==> src/rtl/pht_port_sched_if.sv <==
// Handshake and RAM-port bundle between the PHT port scheduler and its surroundings.
// The master modport is the environment side (EX, fetch and the RAM); the slave modport is the scheduler.
interface pht_port_sched_if;
  logic        upd_valid;
  logic [31:0] upd_pc;
  logic        upd_taken;
  logic [1:0]  upd_old_count;
  logic [31:0] upd_target;
  logic        upd_ready;
  logic        upd_flush;
  logic        rd_req;
  logic [7:0]  rd_index;
  logic        rd_grant;
  logic        ram_en;
  logic        ram_we;
  logic [7:0]  ram_addr;
  logic [55:0] ram_wdata;
  logic        init_done;

  modport master (
    output upd_valid, upd_pc, upd_taken, upd_old_count, upd_target, upd_flush,
    output rd_req, rd_index,
    input  upd_ready, rd_grant, ram_en, ram_we, ram_addr, ram_wdata, init_done
  );

  modport slave (
    input  upd_valid, upd_pc, upd_taken, upd_old_count, upd_target, upd_flush,
    input  rd_req, rd_index,
    output upd_ready, rd_grant, ram_en, ram_we, ram_addr, ram_wdata, init_done
  );
endinterface

==> src/rtl/pht_port_sched.sv <==
// Single-port PHT RAM scheduler: post-reset clear sweep, update FIFO with
// saturating-count computation, and read/write arbitration with a write starvation bound.
//
// state   | meaning
// --------+---------------------------------------------------------------
// ST_INIT | clear sweep, one entry written per cycle, no reads or updates
// ST_RUN  | arbitrate fetch reads against queued update writes
module pht_port_sched #(
  parameter int         DEPTH        = 4,
  parameter int         STARVE_LIMIT = 3,
  parameter int         PHT_NUMS     = 256,
  parameter logic [1:0] INIT_COUNT   = 2'b11
) (
  input  logic              clk,
  input  logic              resetn,
  pht_port_sched_if.slave   bus
);

  localparam int PW = $clog2(DEPTH);
  localparam int OW = PW + 1;
  localparam int SW = $clog2(STARVE_LIMIT + 1);
  localparam logic [7:0]    LAST_IDX  = 8'(PHT_NUMS - 1);
  localparam logic [OW-1:0] OCC_FULL  = OW'(DEPTH);
  localparam logic [SW-1:0] STARVE_MX = SW'(STARVE_LIMIT);

  typedef enum logic {ST_INIT, ST_RUN} state_t;

  state_t        state_q;
  logic [7:0]    ptr_q;
  logic          init_done_q;
  logic [PW-1:0] head_q, tail_q;
  logic [OW-1:0] occ_q, occ_d;
  logic [SW-1:0] starve_q, starve_d;
  logic [7:0]    fifo_addr_q [DEPTH];
  logic [55:0]   fifo_data_q [DEPTH];

  logic is_run, fifo_empty, fifo_full, push, wr_sel;
  logic unused_pc_lsb;

  assign unused_pc_lsb = ^bus.upd_pc[1:0];

  // Encoding: 00 WT, 01 ST, 10 WN, 11 SN.
  function automatic logic [1:0] next_count(input logic [1:0] old, input logic taken);
    logic [1:0] nc;
    unique case (old)
      2'b11:   nc = taken ? 2'b10 : 2'b11;
      2'b10:   nc = taken ? 2'b00 : 2'b11;
      2'b00:   nc = taken ? 2'b01 : 2'b10;
      default: nc = taken ? 2'b01 : 2'b00;
    endcase
    return nc;
  endfunction

  always_comb begin
    is_run        = (state_q == ST_RUN);
    fifo_empty    = (occ_q == '0);
    fifo_full     = (occ_q == OCC_FULL);
    bus.upd_ready = is_run && !fifo_full;
    push          = bus.upd_ready && bus.upd_valid && !bus.upd_flush;
    wr_sel        = is_run && !fifo_empty &&
                    (!bus.rd_req || fifo_full || (starve_q == STARVE_MX));
    bus.rd_grant  = is_run && !wr_sel && bus.rd_req;
    bus.init_done = init_done_q;

    // State is already INIT while resetn is low; qualify so the port idles during reset.
    bus.ram_en    = 1'b0;
    bus.ram_we    = 1'b0;
    bus.ram_addr  = '0;
    bus.ram_wdata = '0;
    if (resetn) begin
      if (!is_run) begin
        bus.ram_en    = 1'b1;
        bus.ram_we    = 1'b1;
        bus.ram_addr  = ptr_q;
        bus.ram_wdata = {INIT_COUNT, 54'h0};
      end else if (wr_sel) begin
        bus.ram_en    = 1'b1;
        bus.ram_we    = 1'b1;
        bus.ram_addr  = fifo_addr_q[head_q];
        bus.ram_wdata = fifo_data_q[head_q];
      end else if (bus.rd_grant) begin
        bus.ram_en    = 1'b1;
        bus.ram_addr  = bus.rd_index;
      end
    end

    if (bus.upd_flush) occ_d = '0;
    else               occ_d = occ_q + OW'(push) - OW'(wr_sel);

    if (bus.upd_flush || fifo_empty || wr_sel) starve_d = '0;
    else if (bus.rd_grant && (starve_q != STARVE_MX)) starve_d = starve_q + SW'(1);
    else starve_d = starve_q;
  end

  always_ff @(posedge clk or negedge resetn) begin
    if (!resetn) begin
      state_q     <= ST_INIT;
      ptr_q       <= '0;
      init_done_q <= 1'b0;
      head_q      <= '0;
      tail_q      <= '0;
      occ_q       <= '0;
      starve_q    <= '0;
    end else begin
      unique case (state_q)
        ST_INIT: begin
          ptr_q <= ptr_q + 8'd1;
          if (ptr_q == LAST_IDX) begin
            state_q     <= ST_RUN;
            init_done_q <= 1'b1;
          end
        end
        default: begin
          occ_q    <= occ_d;
          starve_q <= starve_d;
          if (bus.upd_flush) begin
            head_q <= '0;
            tail_q <= '0;
          end else begin
            if (push)   tail_q <= tail_q + PW'(1);
            if (wr_sel) head_q <= head_q + PW'(1);
          end
        end
      endcase
    end
  end

  // Entry storage needs no reset: occupancy decides what is valid.
  always_ff @(posedge clk) begin
    if (push) begin
      fifo_addr_q[tail_q] <= bus.upd_pc[9:2];
      fifo_data_q[tail_q] <= {next_count(bus.upd_old_count, bus.upd_taken),
                              bus.upd_pc[31:10], bus.upd_target};
    end
  end

endmodule
==> src/flat_wrapper.sv <==
// flat-port wrapper written by rule: the top's interface ports become plain ports
module pht_port_sched_flat 
#(
  parameter int         DEPTH        = 4,
  parameter int         STARVE_LIMIT = 3,
  parameter int         PHT_NUMS     = 256,
  parameter logic [1:0] INIT_COUNT   = 2'b11
)
  (clk, resetn, bus_upd_valid, bus_upd_pc, bus_upd_taken, bus_upd_old_count, bus_upd_target, bus_upd_flush, bus_rd_req, bus_rd_index, bus_upd_ready, bus_rd_grant, bus_ram_en, bus_ram_we, bus_ram_addr, bus_ram_wdata, bus_init_done);
  pht_port_sched_if bus_i ();
  input  logic clk;
  input  logic resetn;
  input wire logic [$bits(bus_i.upd_valid)-1:0] bus_upd_valid;
  input wire logic [$bits(bus_i.upd_pc)-1:0] bus_upd_pc;
  input wire logic [$bits(bus_i.upd_taken)-1:0] bus_upd_taken;
  input wire logic [$bits(bus_i.upd_old_count)-1:0] bus_upd_old_count;
  input wire logic [$bits(bus_i.upd_target)-1:0] bus_upd_target;
  input wire logic [$bits(bus_i.upd_flush)-1:0] bus_upd_flush;
  input wire logic [$bits(bus_i.rd_req)-1:0] bus_rd_req;
  input wire logic [$bits(bus_i.rd_index)-1:0] bus_rd_index;
  output wire logic [$bits(bus_i.upd_ready)-1:0] bus_upd_ready;
  output wire logic [$bits(bus_i.rd_grant)-1:0] bus_rd_grant;
  output wire logic [$bits(bus_i.ram_en)-1:0] bus_ram_en;
  output wire logic [$bits(bus_i.ram_we)-1:0] bus_ram_we;
  output wire logic [$bits(bus_i.ram_addr)-1:0] bus_ram_addr;
  output wire logic [$bits(bus_i.ram_wdata)-1:0] bus_ram_wdata;
  output wire logic [$bits(bus_i.init_done)-1:0] bus_init_done;
  assign bus_i.upd_valid = bus_upd_valid;
  assign bus_i.upd_pc = bus_upd_pc;
  assign bus_i.upd_taken = bus_upd_taken;
  assign bus_i.upd_old_count = bus_upd_old_count;
  assign bus_i.upd_target = bus_upd_target;
  assign bus_i.upd_flush = bus_upd_flush;
  assign bus_i.rd_req = bus_rd_req;
  assign bus_i.rd_index = bus_rd_index;
  assign bus_upd_ready = bus_i.upd_ready;
  assign bus_rd_grant = bus_i.rd_grant;
  assign bus_ram_en = bus_i.ram_en;
  assign bus_ram_we = bus_i.ram_we;
  assign bus_ram_addr = bus_i.ram_addr;
  assign bus_ram_wdata = bus_i.ram_wdata;
  assign bus_init_done = bus_i.init_done;
  pht_port_sched #(.DEPTH(DEPTH), .STARVE_LIMIT(STARVE_LIMIT), .PHT_NUMS(PHT_NUMS), .INIT_COUNT(INIT_COUNT)) u_core (.clk(clk), .resetn(resetn), .bus(bus_i));
endmodule
==> config.mk <==
export PLATFORM = sky130hd
export DESIGN_NAME = pht_port_sched_flat
export DESIGN_NICKNAME = d
export VERILOG_FILES = /design/src/rtl/pht_port_sched_if.sv /design/src/rtl/pht_port_sched.sv /design/src/flat_wrapper.sv
export SDC_FILE = /design/constraint.sdc
export NUM_CORES = 1
export LEC_CHECK = 0
export ABC_AREA = 0
export CORE_MARGIN = 2
export CORE_UTILIZATION = 59
export DETAILED_ROUTE_END_ITERATION = 8
export PLACE_DENSITY = 0.85
export SETUP_SLACK_MARGIN = 0.02
export SLEW_MARGIN = 20
export SYNTH_ARGS = -nofsm -noshare
export SYNTH_HDL_FRONTEND = slang
export SYNTH_SLANG_ARGS = --single-unit
==> constraint.sdc <==
create_clock -name clk -period 6.7 [get_ports clk]
set_clock_uncertainty 0.2 [all_clocks]
set_input_delay 1.34 -clock clk [delete_from_list [all_inputs] [get_ports clk]]
set_output_delay 1.34 -clock clk [all_outputs]
set_load 0.02 [all_outputs]
### Word-level counts from Yosys, hierarchy flattened

Memory sizes are Yosys's and may differ from the RTL's.
Index checks and enable logic that the tools add are counted.

| storage, ports and cells | value |
|---|---|
| register bits after elaboration | 19 |
| memory bits (writable) | 256 |
| word-level logic and storage cells | 79 |
| memories | 2 |

Memories:

| memory | depth | bits a word | read ports | clocked after Yosys merged registers in | write ports | line | RTL |
|---|---|---|---|---|---|---|---|
| u_core.fifo_data_q | 4 | 56 | 1 | 0 | 1 | pht_port_sched.sv:35 | `logic [55:0] fifo_data_q [DEPTH];` |
| u_core.fifo_addr_q | 4 | 8 | 1 | 0 | 1 | pht_port_sched.sv:34 | `logic [7:0] fifo_addr_q [DEPTH];` |

| cells by class | value |
|---|---|
| add/sub/neg operators | 6 |
| equal/unequal tests | 6 |
| multiplexer cells | 31 |
| bitwise operators | 1 |
| reductions and logical operators | 26 |

Operators by type and width:

| kind | count |
|---|---|
| $mux 56 | 3 |
| $mux 8 | 4 |
| $mux 2 | 9 |
| $mux 1 | 13 |
| $add 8x1->8 const B | 1 |
| $eq 8x8->1 const B | 1 |
| $logic_and 1x1->1 | 8 |
| $reduce_and 2->1 | 4 |
| $add 2x1->2 const B | 3 |
| $eq 2x2->1 const B | 3 |
| $pmux 2 s3 | 1 |
| $reduce_bool 2->1 | 3 |
| $logic_not 1->1 | 5 |
| $logic_or 1x1->1 | 4 |
| $add 3x1->3 | 1 |
| $eq 3x3->1 const B | 1 |
| $logic_not 3->1 | 1 |
| $mux 3 | 1 |
| $sub 3x1->3 | 1 |
| $logic_not 2->1 | 1 |
| $ne 2x2->1 const B | 1 |
| $not 1->1 | 1 |

### Longest topological paths before layout

Gate-level depths: netlist of the first run.

| depth | value |
|---|---|
| word-level depth | 11 |
| depth in mapped cells | 14 |

### Worst setup path before layout of the first run

OpenSTA, ideal clock, no wires.

| path | value |
|---|---|
| path kind | input-to-reg |
| start | input port bus_upd_valid |
| end | memory u_core.fifo_addr_q[0][0], enable pin |
| library setup time | 0.429 ns |
| arrival | 3.345 ns |
| required time | 6.071 ns |
| slack | 2.726 ns |
| cell stages on the path | 3 |
| path buffers | 0 |
| cell sequence | a21boi_0 > and2b_1 > and2_1 |

| between the ends | value |
|---|---|
| word-level cells in the longest chain between the ends | 4 |

RTL lines:

| element | line | RTL |
|---|---|---|
| start: declaration | flat_wrapper.sv:13 | `input wire logic [$bits(bus_i.upd_valid)-1:0] bus_upd_valid;` |
| $logic_and 1x1->1 (2 in a row) | pht_port_sched.sv:59 | `push = bus.upd_ready && bus.upd_valid && !bus.upd_flush;` |
| $mux 1 | pht_port_sched.sv:130 | `if (push) begin` |
| $mux 1 (implied by the code) | pht_port_sched.sv:131 | `fifo_addr_q[tail_q] <= bus.upd_pc[9:2];` |
| end: declaration | pht_port_sched.sv:34 |  |

Every way passes these cells.

### Final worst setup path of the first run

| path | value |
|---|---|
| start | input port bus_rd_req |
| end | output port bus_ram_wdata[36] |

| between the ends | value |
|---|---|
| word-level cells in the longest chain between the ends | 7 |

RTL lines:

| element | line | RTL |
|---|---|---|
| start: declaration | flat_wrapper.sv:19 | `input wire logic [$bits(bus_i.rd_req)-1:0] bus_rd_req;` |
| $logic_not 1->1 | pht_port_sched.sv:61 | `(!bus.rd_req \|\| fifo_full \|\| (starve_q == STARVE_MX));` |
| $logic_or 1x1->1 (2 in a row) | pht_port_sched.sv:61 |  |
| $logic_and 1x1->1 | pht_port_sched.sv:60 | `wr_sel = is_run && !fifo_empty &&` |
| $mux 56 | pht_port_sched.sv:76 | `end else if (wr_sel) begin` |
| $mux 56 | pht_port_sched.sv:71 | `if (!is_run) begin` |
| $mux 56 | pht_port_sched.sv:70 | `if (resetn) begin` |
| end: declaration | flat_wrapper.sv:26 | `output wire logic [$bits(bus_i.ram_wdata)-1:0] bus_ram_wdata;` |

Every way passes these cells.

==> results of run 1 <==
[worst paths after layout]
kind / endpoint / slack [ns] / cells past startpoint
worst max register to register: u_core.occ_q[2] / 2.45 / 12
worst max-delay path: bus_ram_wdata[36] / 0.52 / 6
worst min-delay path: u_core.bus.init_done / 0.29 / 1
worst min register to register: u_core.bus.init_done / 0.29 / 1
min in group asynchronous: u_core.ptr_q[2] / 0.48 / 1
max in group asynchronous: u_core.head_q[1] / 4.81 / 2
[synth_stat cells (all sizes together) (2+ instances only)]
master	count
a21boi	2
a21oi	4
and2	5
and3	58
buf	21
clkbuf	14
dfrtp	19
edfxtp	256
ha	8
inv	7
mux2	3
mux4	64
nand2	19
nand2b	3
nand3	19
nand4	8
nor2	4
nor2b	3
o21ai	4
o22ai	2
o2bb2ai	2
xnor2	6
xor2	3
[stage by stage]
| stage | area (sq um) | hold WS (ns) | instances | setup WS, ns | utilization, % |
|---|---|---|---|---|---|
| after floorplan | 10900 | 0.259 | 546 | 2.73 | - |
| after global placement | 12500 | 0.255 | 888 | 0.952 | 69.0 |
| after detailed placement | 12500 | 0.271 | 888 | 0.909 | 69.0 |
| after CTS | 13300 | 0.285 | 936 | 0.886 | 73.6 |
| after global routing | 13300 | 0.308 | 937 | 0.314 | 73.8 |
| final | 13300 | 0.287 | 938 | 0.522 | 73.8 |
[worst max-delay path: cells and delay by family]
kind	cells	cell delay [ns]
AOI/OAI and AO/OA	1	0.49
and+or+nand+nor	2	0.62
buffers and inverters	3	2.11
[area by class of cell]
type | count | area, sq um | share of cell area (%)
inverters | 8 | 31.3 | 0.234
flip-flops and latches | 275 | 8170 | 61.2
repair buffers | 149 | 1500 | 11.2
clock buffers | 32 | 694 | 5.20
multi-input cells | 228 | 2520 | 18.9
well taps | 229 | 287 | 2.15
clock inverters | 16 | 138 | 1.03
diodes | 1 | 2.50 | 0.0188
[flip-flops by register name (all words and copies together) (netlist names)]
| register | flops |
|---|---|
| u_core.is_run | 1 |
| u_core.tail_q | 2 |
| u_core.starve_q | 2 |
| u_core.head_q | 2 |
| u_core.bus.init_done | 1 |
| u_core.fifo_data_q | 224 |
| u_core.ptr_q | 8 |
| u_core.fifo_addr_q | 32 |
| u_core.occ_q | 3 |
[cell families after synthesis]
group,Yosys count,synth area share [%]
AOI/OAI and AO/OA,20,1.27
xor gates and xnor gates,9,0.721
adders and majority gates,9,1.10
buffers and inverters,43,2.31
DFF,275,74.7
muxes,67,13.5
and+or+nand+nor,123,6.39
[per-layer routing]
| metal | track usage [%] | routed length (microns) | up-vias |
|---|---|---|---|
| met5 | 0 | 0 | - |
| met4 | 5.16 | 355 | 0 |
| met3 | 5.33 | 1520 | 30 |
| met2 | 37.2 | 10900 | 201 |
| met1 | 28.1 | 8250 | 2851 |
| li1 | - | - | 2513 |
[power by group]
group,total (uW),internal [uW],leakage (uW),switching (uW)
Sequential,1880,1880,0.00253,0
Clock,1420,816,0.000395,599
Combinational,81.8,46.1,0.00156,35.7
==> flow_metrics.env, run 1 <==
export IMPL_reg2reg_from="u_core.starve_q[0]"
export IMPL_grt_pass1_wl_mm=32.6
export IMPL_cpPeakStageDelay_ns=0.86
export IMPL_path_cells="clkdlybuf4s50_1, nand2b_1, o211ai_2, clkinv_2, and3_1, clkdlybuf4s50_1"
export IMPL_total_power_uw=3370
export IMPL_avgSynthCellArea_sq_um=20.0
export IMPL_fmax_ghz=0.162
export IMPL_root_buffer="clkbuf_16"
export IMPL_grt_ovfl_total=0
export IMPL_core_area_sq_um=18100
export IMPL_wl_mm=21.0
export IMPL_cp_end_kind="output pin"
export IMPL_dp_hpwl_mm=11.6
export IMPL_synth_edff_count=256
export IMPL_synth_seq_cells=275
export IMPL_final_cell_mix="edfxtp_1, clkdlybuf4s50_1, mux4_2"
export IMPL_rows=49
export IMPL_crit_top_cell="clkdlybuf4s50_1"
export IMPL_fin_crit_ns=6.18
export IMPL_dr_total_vias=5595
export IMPL_grt_usage_pct=21.5
export IMPL_syn2layout_area_growth_pct=22.1
export IMPL_clock_latency_ns=0.51
export IMPL_yosysTopAreaCell="edfxtp_1"
export IMPL_worstSetupStartpoint="bus_rd_req"
export IMPL_drt_pass1_iterations=8
export IMPL_postSynth_asyncResetShare_pct=6.91
export IMPL_ctsResizeCount=0
export IMPL_synth_main_ff_cell="edfxtp_1"
export IMPL_die_w_microns=140
export IMPL_gp_congestion=0.831
export IMPL_routedWlPerCell_microns=22.4
export IMPL_worst_pin_slew_ns=1.01
export IMPL_relSlewSlack_pct=32.7
export IMPL_finalHoldViolCount=0
export IMPL_start_util_pct=60.4
export IMPL_cts_buffers=27
export IMPL_netlist_area_sq_um=10900
export IMPL_layout_drive_gt1_share_pct=16.8
export IMPL_drt_iter0_drc=289
export IMPL_hold_class="reg2reg"
export IMPL_synth_area_leaders="edfxtp_1, mux4_2, dfrtp_1"
export IMPL_antenna_found_initial=1
export IMPL_cap_violations=0
export IMPL_postCtsSetupBuffers=0
export IMPL_syn_nets=635
export IMPL_drc=14
export IMPL_cts_hold_buffers=0
export IMPL_peakVddDrop_mv=0.322
export IMPL_power_density_nw_per_um2=253
export IMPL_ioPinCount=149
export IMPL_fin_crit_sh_pct=92.2
export IMPL_final_common_cell="edfxtp_1"
export IMPL_crit_required_ns=5.16
export IMPL_path_clk_slew_ns=0.06
export IMPL_leakagePower_uw=0.00449
export IMPL_synth_seq_area_share_pct=74.7
export IMPL_clockBufferDepth=3
export IMPL_postRouteAntennaNets=0
export IMPL_fillCellCount=1031
export IMPL_cts_tree="built"
export IMPL_finalSetupViolCount=0
export IMPL_worstHoldStart="u_core.bus.init_done"
export IMPL_violations="design-rule violations"
export IMPL_crit_fanout=67
export IMPL_cts_max_level=1
export IMPL_critical_path_arrival_ns=4.64
export IMPL_status="finished, violations left"
export IMPL_numClockSinks=275
export IMPL_grt_max_degree=70
export IMPL_grt_setup_unrepaired="false"
export IMPL_io_buffers=146
export IMPL_grt_pass1_vias=5876
export IMPL_die_area_sq_um=19600
export IMPL_nets=778
export IMPL_final_setup_tns_ns=0
export IMPL_syn_inst=546
export IMPL_worstSetupStartpointType="input pin"
export IMPL_cpMaxStageDelayCell="clkinv_2"
export IMPL_via_per_inst=5.96
export IMPL_criticalPathCategory="in2out"
export IMPL_yosys_area_top_type_share_pct=70.4
export IMPL_final_max_slew_viol_count=0
export IMPL_die_height_microns=140
export IMPL_yosysWarnings=0
export IMPL_ys_types=40
(Power assumes the default switching activity.)
==> run 2: changes to the inputs <==
--- a/config.mk
+++ b/config.mk
@@ -7,9 +7,8 @@
 export LEC_CHECK = 0
 export ABC_AREA = 0
 export CORE_MARGIN = 2
-export CORE_UTILIZATION = 59
+export CORE_UTILIZATION = 33
 export DETAILED_ROUTE_END_ITERATION = 8
-export PLACE_DENSITY = 0.85
 export SETUP_SLACK_MARGIN = 0.02
 export SLEW_MARGIN = 20
 export SYNTH_ARGS = -nofsm -noshare
==> run 2 against run 1 <==
The run now ends clean. Global-route usage shrank 8.2 points. Non-clock buffer count up 8. Sequential power about the same. Sequential share of layout area is 2.2 points lower. Die area up 76%. Largest power group unchanged. Via count down 0.52%.
==> flow_metrics.env, run 2 (same netlist as run 1, synthesis figures left out) <==
export IMPL_status="finished, final reports clean"
export IMPL_rows=66
export IMPL_grt_busiest_layer="met2"
export IMPL_final_setup_tns_ns=0
export IMPL_grt_pass1_wl_mm=34.9
export IMPL_dr_total_vias=5566
export IMPL_crit_required_ns=5.16
export IMPL_io_buffers=146
export IMPL_cpPeakStageDelay_ns=0.62
export IMPL_clockPowerShare_pct=45.8
export IMPL_seqPwrFrac_pct=51.9
export IMPL_power_density_nw_per_um2=262
export IMPL_combPwrFrac_pct=2.3
export IMPL_timing_final_ws_setup_ns=1.16
export IMPL_crit_family="buffers and inverters"
export IMPL_fillCellCount=2945
export IMPL_final_common_cell="edfxtp_1"
export IMPL_cts_tree="built"
export IMPL_cpMaxStageDelayCell="clkdlybuf4s50_1"
export IMPL_antenna_found_initial=1
export IMPL_postCtsSetupBuffers=0
export IMPL_die_area_sq_um=34600
export IMPL_biggestRegsByFlops="u_core.fifo_data_q x224, u_core.fifo_addr_q x32, u_core.ptr_q x8"
export IMPL_path_cells="clkdlybuf4s50_1, nand2b_1, o211ai_2, buf_4, inv_2, buf_4, and3_1, clkdlybuf4s50_1"
export IMPL_swShare_pct=19.3
export IMPL_finalHoldViolCount=0
export IMPL_post_place_ws_ns=1.15
export IMPL_cp_end_kind="output pin"
export IMPL_dp_cells=1110
export IMPL_critical_path_arrival_ns=4.00
export IMPL_clockBufferDepth=3
export IMPL_cell_internal_pwr_uw=2920
export IMPL_use_met3_pct=2.90
export IMPL_syn2layout_area_growth_pct=26.6
export IMPL_nets=789
export IMPL_root_buffer="clkbuf_16"
export IMPL_final_cell_mix="edfxtp_1, clkdlybuf4s50_1, mux4_2"
export IMPL_ctsResizeCount=0
export IMPL_fin_cells=1167
export IMPL_worstSetupStartpointType="input pin"
export IMPL_grt_setup_unrepaired="false"
export IMPL_clock_latency_ns=0.55
export IMPL_whs_ns=0.274
export IMPL_grt_usage_pct=13.4
export IMPL_drt_iter0_drc=241
export IMPL_routedWlPerCell_microns=19.8
export IMPL_layout_drive_gt1_share_pct=18.8
export IMPL_finalSetupViolCount=0
export IMPL_die_w_microns=186
export IMPL_criticalPathCategory="in2out"
export IMPL_globalRouteMet2Util_pct=22.1
export IMPL_path_clk_slew_ns=0.06
export IMPL_gr_usage_met1_pct=18.1
export IMPL_relSlewSlack_pct=28.9
export IMPL_postRouteAntennaNets=0
export IMPL_grt_max_degree=67
export IMPL_crit_fanout=27
export IMPL_final_max_slew_viol_count=0
export IMPL_path_buf_inv=5
export IMPL_numClockSinks=275
export IMPL_grt_ovfl_total=0
export IMPL_worst_pin_slew_ns=1.07
export IMPL_cts_hold_buffers=0
export IMPL_largest_reg_flops=224
export IMPL_grt_pass1_vias=5941
export IMPL_drc=0
export IMPL_die_height_microns=186
export IMPL_via_per_inst=4.77
export IMPL_ioPinCount=149
export IMPL_p_switching_uw=698
export IMPL_wl_mm=23.1
export IMPL_core_area_sq_um=32500
export IMPL_fmax_ghz=0.181
export IMPL_drt_pass1_iterations=4
export IMPL_dp_hpwl_mm=13.0
export IMPL_cts_buffers=30
export IMPL_cap_violations=0
export IMPL_gp_congestion=0.734
export IMPL_leakagePower_uw=0.00462
export IMPL_fin_crit_sh_pct=82.6
export IMPL_rrSetupSlack_ns=3.15
export IMPL_fin_crit_ns=5.54
export IMPL_cts_max_level=1
export IMPL_peakVddDrop_mv=0.177
export IMPL_top_register="u_core.fifo_data_q"
export IMPL_hold_class="reg2reg"
export IMPL_start_util_pct=33.6
-- run 2: cell count changes in the layout (fill, tap and decap cells not counted), moves of 2 or more --
cell and delta:
buf_4 +8, bufinv_16 +2, clkbuf_16 +4, clkinv_1 -2
clkinv_2 +2
-- run 2: layout make-up --
type / count / area [sq um] / area share (%)
clock buffer: 36 / 795 / 5.74
tap: 442 / 553 / 4.00
inverter: 8 / 30.0 / 0.217
multi-input combinational: 228 / 2520 / 18.2
antenna: 2 / 5.00 / 0.0362
timing repair buffer: 157 / 1550 / 11.2
clock inverter: 19 / 206 / 1.49
sequential: 275 / 8170 / 59.1
-- run 2: worst register-to-register path, stage by stage, from the launching register on --
cell	delay [ns]
dfrtp_1	0.71
o211ai_2	0.15
buf_4	0.22
inv_2	0.43
buf_12	0.25
ha_1	0.26
inv_1	0.05
ha_1	0.14
inv_1	0.05
fa_1	0.40
xor2_1	0.20
o21ai_0	0.12
a22o_1	0.27
-- run 2: power by group through the flow --
stage | clock (uW) | sequential [uW] | combinational [uW]
after global placement | 0 | 1910 | 83.6
after global routing | 1780 | 1880 | 91.5
after detailed placement | 0 | 1910 | 85.0
after CTS | 1700 | 1880 | 85.4
final | 1660 | 1880 | 84.1
after floorplan | 0 | 1910 | 11.9
-- run 2: routing by layer --
layer / part of all wire [%] / vias up
li1: - / 2531
met1: 45 / 2880
met2: 49 / 124
met3: 4.8 / 31
met4: 1.5 / 0
met5: 0 / -
-- run 2: final timing paths --
| path | start | endpoint | depth (start not counted) |
|---|---|---|---|
| worst min-delay path | u_core.bus.init_done | u_core.bus.init_done | 1 |
| worst max register to register | u_core.is_run | u_core.occ_q[2] | 12 |
| min in group asynchronous | resetn | u_core.ptr_q[3] | 2 |
| worst max-delay path | bus_rd_req | bus_ram_wdata[27] | 8 |
| worst min register to register | u_core.bus.init_done | u_core.bus.init_done | 1 |
| max in group asynchronous | resetn | u_core.head_q[1] | 3 |
-- run 2: stage by stage --
step / utilization (%) / power (uW) / instance area [sq um]
after floorplan: - / 1930 / 10900
after global placement: 39.4 / 2000 / 12800
after detailed placement: 39.4 / 2000 / 12800
after CTS: 42.5 / 3660 / 13800
after global routing: 42.5 / 3740 / 13800
final: 42.5 / 3620 / 13800
==> run 3: changes to the inputs <==
==> constraint.sdc (replaced) <==
create_clock -name clk -period 4.7 [get_ports clk]
set_clock_uncertainty 0.2 [all_clocks]
set_input_delay 0.94 -clock clk [delete_from_list [all_inputs] [get_ports clk]]
set_output_delay 0.94 -clock clk [all_outputs]
set_load 0.02 [all_outputs]
==> run 3 against run 2 <==
Combinational power up 44%. Hold slack better by 0.0094 ns. Register-to-register slack worse by 1.7 ns. Die area unchanged. Critical path type unchanged. Non-clock buffer count up 3. Largest power group unchanged.
==> flow_metrics.env, run 3 (same netlist as run 1, synthesis figures left out) <==
export IMPL_start_util_pct=33.6
export IMPL_fillCellCount=2975
export IMPL_final_common_cell="edfxtp_1"
export IMPL_path_clk_slew_ns=0.06
export IMPL_drt_pass1_iterations=4
export IMPL_finalHoldViolCount=0
export IMPL_grt_usage_pct=13.0
export IMPL_numClockSinks=275
export IMPL_fin_crit_sh_pct=87.3
export IMPL_fin_crit_ns=4.10
export IMPL_clock_latency_ns=0.53
export IMPL_final_max_slew_viol_count=0
export IMPL_drt_iter0_drc=262
export IMPL_postCtsSetupBuffers=0
export IMPL_postRouteAntennaNets=0
export IMPL_path_cells="clkdlybuf4s50_1, nand2b_1, o211ai_2, inv_2, buf_4, and3_1, clkdlybuf4s50_1"
export IMPL_die_w_microns=186
export IMPL_root_buffer="clkbuf_16"
export IMPL_routedWlPerCell_microns=19.2
export IMPL_nets=791
export IMPL_cts_tree="built"
export IMPL_ioPinCount=149
export IMPL_total_power_uw=4870
export IMPL_multiInputGateArea_sq_um=2520
export IMPL_syn2layout_area_growth_pct=26.0
export IMPL_dp_hpwl_mm=13.2
export IMPL_dp_cells=1113
export IMPL_cp_end_kind="output pin"
export IMPL_power_density_nw_per_um2=354
export IMPL_dr_total_vias=5556
export IMPL_final_setup_tns_ns=0
export IMPL_layout_drive_gt1_share_pct=17.8
export IMPL_grt_ovfl_total=0
export IMPL_gp_congestion=0.725
export IMPL_critical_path_arrival_ns=2.96
export IMPL_peakVddDrop_mv=0.185
export IMPL_final_cell_mix="edfxtp_1, clkdlybuf4s50_1, mux4_2"
export IMPL_leakagePower_uw=0.00457
export IMPL_criticalPathCategory="in2out"
export IMPL_cap_violations=0
export IMPL_antenna_found_initial=1
export IMPL_cpMaxStageDelayCell="clkdlybuf4s50_1"
export IMPL_worst_pin_slew_ns=0.602
export IMPL_biggestRegsByFlops="u_core.fifo_data_q x224, u_core.fifo_addr_q x32, u_core.ptr_q x8"
export IMPL_worstSetupStartpointType="input pin"
export IMPL_hold_class="reg2reg"
export IMPL_drc=0
export IMPL_via_per_inst=4.77
export IMPL_placed_area_sq_um=12900
export IMPL_crit_fanout=37
export IMPL_io_buffers=146
export IMPL_crit_top_cell="clkdlybuf4s50_1"
export IMPL_fmax_ghz=0.244
export IMPL_clockBufferDepth=3
export IMPL_grt_setup_unrepaired="false"
export IMPL_relSlewSlack_pct=59.9
export IMPL_cpPeakStageDelay_ns=0.62
export IMPL_grt_pass1_wl_mm=34.1
export IMPL_top_register="u_core.fifo_data_q"
export IMPL_fin_cells=1165
export IMPL_cts_max_level=1
export IMPL_finalInstanceArea_sq_um=13800
export IMPL_grt_pass1_vias=5899
export IMPL_grt_max_degree=69
export IMPL_status="finished, final reports clean"
export IMPL_die_height_microns=186
export IMPL_diodes=0
export IMPL_seqCellArea_sq_um=8170
export IMPL_wl_mm=22.4
export IMPL_cts_hold_buffers=0
export IMPL_die_area_sq_um=34600
export IMPL_rows=66
export IMPL_crit_required_ns=3.56
export IMPL_largest_reg_flops=224
export IMPL_ctsResizeCount=0
export IMPL_finalSetupViolCount=0
export IMPL_core_area_sq_um=32500
export IMPL_cts_buffers=29
## run 3: layout make-up
type,instances,share of cell area (%)
clock buffer,37,5.49
clock inverter,15,0.754
inverter,8,0.218
multi-input combinational,228,18.3
sequential,275,59.3
tap,442,4.02
timing repair buffer,160,11.9
## run 3: critical path, delay by kind of cell
family,cells,cell delay [ns]
buf+inv,4,1.52
simple gates,2,0.36
compound gates,1,0.10
## run 3: final timing paths
check	start	to	slack, ns	cells past startpoint
max reg2reg	u_core.is_run	u_core.occ_q[2]	1.48	11
min reg2reg	u_core.bus.init_done	u_core.bus.init_done	0.28	1
max in group asynchronous	resetn	u_core.head_q[0]	3.63	2
min	u_core.bus.init_done	u_core.bus.init_done	0.28	1
max	bus_rd_req	bus_ram_wdata[34]	0.60	7
min in group asynchronous	resetn	u_core.ptr_q[0]	0.31	2
## run 3: per-layer routing
layer | vias up | global-route usage (%) | routed length, microns
met5 | - | 0 | 0
met4 | 0 | 2.80 | 327
met3 | 27 | 2.90 | 1200
li1 | 2532 | - | -
met1 | 2874 | 17.2 | 9830
met2 | 123 | 21.9 | 11100
## run 3: stage by stage
stage,utilization [%],hold slack [ns],setup slack [ns]
2_1_floorplan,-,0.259,1.13
3_3_place_gp,39.7,0.258,0.631
3_5_place_dp,39.7,0.271,0.651
4_1_cts,42.3,0.281,0.623
5_1_grt,42.3,0.298,0.492
6_report,42.3,0.283,0.595
## run 3: where the power goes
group          total, uW  internal, uW  switching, uW  leakage [uW]
registers           2670          2670              0       0.00253
clock network       2070          1190            888      0.000413
logic                121          66.8           54.3       0.00163
